`config.mk`:
```
export PLATFORM = sky130hd
export DESIGN_NAME = apb_slave_mem
export DESIGN_NICKNAME = d
export VERILOG_FILES = /design/src/rtl/apb_pkg.sv /design/src/rtl/apb_slave_regfile.sv /design/src/rtl/apb_slave_mem.sv
export SDC_FILE = /design/constraint.sdc
export NUM_CORES = 2
export LEC_CHECK = 0
export CORE_ASPECT_RATIO = 0.7
export CORE_MARGIN = 4
export CORE_UTILIZATION = 35
export CTS_CLUSTER_SIZE = 8
export DETAILED_ROUTE_END_ITERATION = 7
export PLACE_DENSITY_LB_ADDON = 0.05
export SLEW_MARGIN = 20
export SYNTH_ARGS = -nofsm -noshare
export SYNTH_HDL_FRONTEND = slang
export SYNTH_SLANG_ARGS = --single-unit
export TNS_END_PERCENT = 100
```
`constraint.sdc`:
```
create_clock -name PCLK -period 4.2 [get_ports PCLK]
set_input_delay 0.84 -clock PCLK [delete_from_list [all_inputs] [get_ports PCLK]]
set_output_delay 0.84 -clock PCLK [all_outputs]
set_load 0.01 [all_outputs]
```
`src/rtl/apb_pkg.sv`:
```
// Shared APB slave definitions: FSM state encoding, default bus widths and
// the wait-counter width helper.
package apb_pkg;

    typedef enum logic [1:0] {
        ST_IDLE  = 2'd0,
        ST_WAIT  = 2'd1,
        ST_READY = 2'd2
    } apb_state_e;

    localparam int APB_ADDR_W = 8;
    localparam int APB_DATA_W = 8;

    // Counter must hold WAIT_CYCLES itself; never narrower than one bit.
    function automatic int apb_cnt_width(input int wait_cycles);
        int w;
        w = $clog2(wait_cycles + 1);
        if (w < 1) begin
            w = 1;
        end else begin
            w = w;
        end
        return w;
    endfunction

endpackage

```
`src/rtl/apb_slave_regfile.sv`:
```
// MEM_DEPTH x DATA_W register array with async clear, one write port and a
// registered read port; addresses beyond the depth alias modulo MEM_DEPTH.
module apb_slave_regfile
    import apb_pkg::*;
#(
    parameter int ADDR_W    = APB_ADDR_W,
    parameter int DATA_W    = APB_DATA_W,
    parameter int MEM_DEPTH = 200
) (
    input  logic              clk_i,
    input  logic              rst_ni,
    input  logic              we_i,
    input  logic [ADDR_W-1:0] waddr_i,
    input  logic [DATA_W-1:0] wdata_i,
    input  logic              re_i,
    input  logic              rclr_i,
    input  logic [ADDR_W-1:0] raddr_i,
    output logic [DATA_W-1:0] rdata_o
);

    localparam int IDX_W = (MEM_DEPTH > 1) ? $clog2(MEM_DEPTH) : 1;

    logic [DATA_W-1:0] mem_q [MEM_DEPTH];
    logic [DATA_W-1:0] rdata_q;

    function automatic logic [IDX_W-1:0] to_index(input logic [ADDR_W-1:0] addr);
        return IDX_W'(32'(addr) % 32'(MEM_DEPTH));
    endfunction

    // Storage array: cleared on reset, written on commit.
    always_ff @(posedge clk_i or negedge rst_ni) begin
        if (!rst_ni) begin
            for (int i = 0; i < MEM_DEPTH; i++) begin
                mem_q[i] <= '0;
            end
        end else if (we_i) begin
            mem_q[to_index(waddr_i)] <= wdata_i;
        end
    end

    // Read register; rclr_i forces an error read to return zero.
    always_ff @(posedge clk_i or negedge rst_ni) begin
        if (!rst_ni) begin
            rdata_q <= '0;
        end else if (re_i) begin
            rdata_q <= rclr_i ? '0 : mem_q[to_index(raddr_i)];
        end
    end

    assign rdata_o = rdata_q;

endmodule

```
`src/rtl/apb_slave_mem.sv`:
```
// APB completer with WAIT_CYCLES wait states in front of a register array.
// Define APB_SLVERR_EN to flag addresses >= MEM_DEPTH with PSLVERR_o.
module apb_slave_mem
    import apb_pkg::*;
#(
    parameter int ADDR_W      = APB_ADDR_W,
    parameter int DATA_W      = APB_DATA_W,
    parameter int MEM_DEPTH   = 200,
    parameter int WAIT_CYCLES = 2
) (
    input  logic              PCLK,
    input  logic              PRESET_n,
    input  logic [ADDR_W-1:0] PADDR_i,
    input  logic [DATA_W-1:0] PWDATA_i,
    input  logic              PSEL_i,
    input  logic              PENABLE_i,
    input  logic              PWRITE_i,
    output logic              PREADY_o,
    output logic [DATA_W-1:0] PREAD_o,
    output logic              PSLVERR_o
);

    localparam int                CNT_W    = apb_cnt_width(WAIT_CYCLES);
    localparam logic [CNT_W-1:0] CNT_INIT = CNT_W'(WAIT_CYCLES);
    localparam logic [CNT_W-1:0] CNT_ONE  = CNT_W'(1);

    apb_state_e        state_q, state_d;
    logic [CNT_W-1:0]  cnt_q, cnt_d;
    logic [ADDR_W-1:0] addr_q, addr_d;
    logic [DATA_W-1:0] wdata_q, wdata_d;
    logic              write_q, write_d;
    logic              pready_q;
    logic              commit_s;
    logic              err_s;
    logic              rd_en_s;
    logic              we_s;
    logic [ADDR_W-1:0] eff_addr_s;

    // Next-state, counter and request capture.
    always_comb begin
        state_d  = state_q;
        cnt_d    = cnt_q;
        addr_d   = addr_q;
        wdata_d  = wdata_q;
        write_d  = write_q;
        commit_s = 1'b0;
        case (state_q)
            ST_IDLE: begin
                if (PSEL_i && !PENABLE_i) begin
                    addr_d  = PADDR_i;
                    wdata_d = PWDATA_i;
                    write_d = PWRITE_i;
                    cnt_d   = CNT_INIT;
                    state_d = (WAIT_CYCLES > 0) ? ST_WAIT : ST_READY;
                end else begin
                    state_d = ST_IDLE;
                end
            end
            ST_WAIT: begin
                if (!PSEL_i) begin
                    state_d = ST_IDLE;
                end else if (PENABLE_i) begin
                    if (cnt_q <= CNT_ONE) begin
                        state_d = ST_READY;
                    end else begin
                        cnt_d = cnt_q - CNT_ONE;
                    end
                end else begin
                    state_d = ST_WAIT;
                end
            end
            ST_READY: begin
                if (!PSEL_i) begin
                    state_d = ST_IDLE;
                end else if (PENABLE_i) begin
                    commit_s = 1'b1;
                    state_d  = ST_IDLE;
                end else begin
                    state_d = ST_READY;
                end
            end
            default: begin
                state_d = ST_IDLE;
            end
        endcase
    end

    // In IDLE the live bus address is the one about to be captured.
    assign eff_addr_s = (state_q == ST_IDLE) ? PADDR_i : addr_q;

`ifdef APB_SLVERR_EN
    localparam logic [ADDR_W:0] DEPTH_L = (ADDR_W + 1)'(MEM_DEPTH);

    // Range decode on the address of the transfer in flight.
    always_comb begin
        err_s = ({1'b0, eff_addr_s} >= DEPTH_L);
    end
`else
    // Out-of-range addresses alias inside the array instead of erroring.
    always_comb begin
        err_s = 1'b0;
    end
`endif

    assign rd_en_s = (state_d == ST_READY) && (state_q != ST_READY) && !write_d;
    assign we_s    = commit_s && write_q && !err_s;

    // FSM and captured-request registers.
    always_ff @(posedge PCLK or negedge PRESET_n) begin
        if (!PRESET_n) begin
            state_q  <= ST_IDLE;
            cnt_q    <= '0;
            addr_q   <= '0;
            wdata_q  <= '0;
            write_q  <= 1'b0;
            pready_q <= 1'b0;
        end else begin
            state_q  <= state_d;
            cnt_q    <= cnt_d;
            addr_q   <= addr_d;
            wdata_q  <= wdata_d;
            write_q  <= write_d;
            pready_q <= (state_d == ST_READY);
        end
    end

`ifdef APB_SLVERR_EN
    logic pslverr_q;

    // Error response is valid only alongside PREADY_o.
    always_ff @(posedge PCLK or negedge PRESET_n) begin
        if (!PRESET_n) begin
            pslverr_q <= 1'b0;
        end else begin
            pslverr_q <= (state_d == ST_READY) && err_s;
        end
    end

    assign PSLVERR_o = pslverr_q;
`else
    assign PSLVERR_o = 1'b0;
`endif

    apb_slave_regfile #(
        .ADDR_W    (ADDR_W),
        .DATA_W    (DATA_W),
        .MEM_DEPTH (MEM_DEPTH)
    ) u_regfile (
        .clk_i   (PCLK),
        .rst_ni  (PRESET_n),
        .we_i    (we_s),
        .waddr_i (addr_q),
        .wdata_i (wdata_q),
        .re_i    (rd_en_s),
        .rclr_i  (err_s),
        .raddr_i (eff_addr_s),
        .rdata_o (PREAD_o)
    );

    assign PREADY_o = pready_q;

endmodule

```
==> results.tsv <==
metric	value	unit
ys_seq_area_share	54.0	%
worst_pin_slew	1.27	ns
drt_iter0_markers	4310	
synth.distinct_cells	83	
final_net_count	6415	
start_kind	register	
rsz0062_at_grt	no	
crit_arrival	4.90	ns
cp.depth	14	
max_freq	241	MHz
clk_latency	0.87	ns
synthAdderAreaFrac	0.0496	%
leakagePower	43.1	nW
place_ws	-0.657	ns
netlist_area	0.0756	mm²
final_layout_size_suffix_gt1_share	44.5	%
totalPowerFinal	43.2	mW
ir_worst_vdd	0.339	mV
cts.sinks	1630	
r2r-end	u_regfile.rdata_o[1]	
cpPeakStageDelay	0.53	ns
synthSimpleGateAreaFrac	6.82	%
cts_tree	done	
die-area	0.224	mm²
synth-edff-count	0	
grt_max_degree	155	
fp.dieH	397	µm
post_layout_nonfiller_instances	9283	
reg2reg_from	state_q[0]	
synth_flop_cell	dfrtp_1	
path_delay_family	buffers and inverters	
grt_usage	25.3	%
worstPathMaxFanout	19	
skew	0.0511	ns
fin_util	42.3	%
finalSetupViolCount	0	
clk_pin_slew	0.06	ns
dp.cells	9037	
r2r_cells	14	
timing.hold.ws	0.00242	ns
synthToLayoutAreaGrowth	19.9	%
root_buffer	clkbuf_16	
outcome	completed	
cp_num_buf_inv	6	
synth_top_area_cell	dfrtp_1	
synth.most_common_cell	dfrtp_1	
hold_violations	0	
p_per_area	476	mW/mm²
place_hpwl	199000	µm
synth_fp_nets	5822	
synth_area_leaders	dfrtp_1 (54%), mux2_2 (24%), mux4_2 (5.4%), nand2_1 (3.9%), mux2i_1 (1.7%)	
reg2reg_slack	0.05	ns
setup.worst_path.end_class	register	
place_congestion	0.899	
setup-tns-final	0	ns
postCtsHoldBufs	0	
synthMuxAreaShare	31.3	%
dpl-instance-area	0.0848	mm²
crit_required	4.95	ns
die_x	564	µm
post_drt_wl_per_cell	30.7	µm
synth_area_per_cell	13.0	µm²
period_minus_slack	4.15	ns
synth-seq-cells	1630	
max-slew-margin-rel	15.4	%
pin_count	31	
clockBufferDepth	4	
wl	285000	µm
drt_first_pass_iters	8	
synth_top_area_share	54.0	%
antenna_found_initial	14	
fin_ws	0.0517	ns
path_cells	buf_12 -> o21ai_0 -> buf_4 -> nand2_8 -> buf_12 -> nor2_4 -> buf_4 -> a32oi_1 -> a31oi_1 -> buf_4 -> o21ai_0 -> a2111oi_1 -> buf_4 -> a31oi_1	
vias	52205	
drv_cap	0	
critPathSlowestCell	nor2_4	
io_buffers	29	
yosysWarnings	0	
synth_xor_area_share	0	%
cts_buffers	229	
placementRows	142	
fin_crit_sh	98.8	%
grt_pass1_vias	52727	
crit_top_cell	buf_4	
route.detailed.drc	0	
grt_overflow	0	
grt_first_pass_wirelength	412000	µm
ant_nets	0	
coreArea	0.214	mm²
hold_path.class	input pin to asynchronous set/reset pin	
ys_async_sr_fraction	100	%
netlist_instances	5798	
synth_top_family_by_area	multiplexers	
start_util	35.3	%
synth_common_cells	dfrtp_1 (1630), mux2_2 (1615), nand2_1 (791)	
critPathKind	register to register	
htree_levels	4	
slew_viol_final	0	
diodes	0	
vias_per_cell	5.62	
synth-compound-area-share	5.12	%
stdcell_area	0.0907	mm²
[placed cells by master (no fill, tap or decap), types with 28 or more instances in the layout]
cell,n
clkdlybuf4s50_1,28
a31oi_1,48
mux2i_1,131
nand2_1,790
a221oi_1,54
mux4_2,181
a22oi_1,30
a21oi_1,193
nor2_1,152
o21ai_0,43
buf_4,646
buf_12,118
nand3_1,147
a32oi_1,104
clkbuf_16,230
dfrtp_1,1622
mux2_2,1615
[sequential cells by signal (all words and copies together), names as in the netlist]
signal and count:
state_q 2, cnt_q 2, write_q 1, PREADY_o 1, addr_q 8, u_regfile.mem_q 1600, wdata_q 8, u_regfile.rdata_o 8
[worst max path at each step]
stage,from,end,slack [ns]
CTS,state_q[0],u_regfile.rdata_o[7],0.07
detailed placement,PADDR_i[0],u_regfile.rdata_o[7],-0.66
global route,state_q[0],u_regfile.rdata_o[6],0.02
floorplan,PADDR_i[3],u_regfile.rdata_o[0],0.90
global placement,PADDR_i[0],u_regfile.rdata_o[7],-0.62
finish,state_q[0],u_regfile.rdata_o[1],0.05
[what timing repair did]
| item | in CTS | in global routing |
|---|---|---|
| hold endpoints to repair | 0 | 0 |
| setup endpoints to repair | 1 | 1 |
| setup buffers | 3 | 0 |
| pin swaps | 1 | 0 |
| gates resized for setup | 0 | 3 |
[power breakdown]
group / leakage, nW / total (mW) / internal (mW) / switching, mW
Combinational: 17.5 / 10.3 / 3.51 / 6.75
Clock: 2.88 / 16.4 / 9.54 / 6.82
Sequential: 22.7 / 16.5 / 15.9 / 0.678
[logic make-up after synthesis]
group | count (synthesis)
compound gates | 564
buf+inv | 442
other cells | 1
flops | 1630
mux | 1929
simple gates | 1229
fa+ha+maj | 3
[layer usage]
layer,wire length [µm],share of wire [%],vias up,global-route usage [%]
li1,-,-,22247,-
met1,145000,51,28103,40.3
met2,115000,40,1471,34.6
met3,17400,6.1,378,5.05
met4,7670,2.7,6,6.32
met5,160,0.056,-,0.409
[final cells by class]
type | count | area [µm²]
Fill cell | 20038 | 124000
Sequential cell | 1630 | 40800
Multi-Input combinational cell | 3726 | 32800
Timing Repair Buffer | 793 | 7520
Clock buffer | 237 | 5780
Tap cell | 2880 | 3600
Clock inverter | 6 | 86.3
Inverter | 11 | 41.3
(Power assumes the default switching activity.)
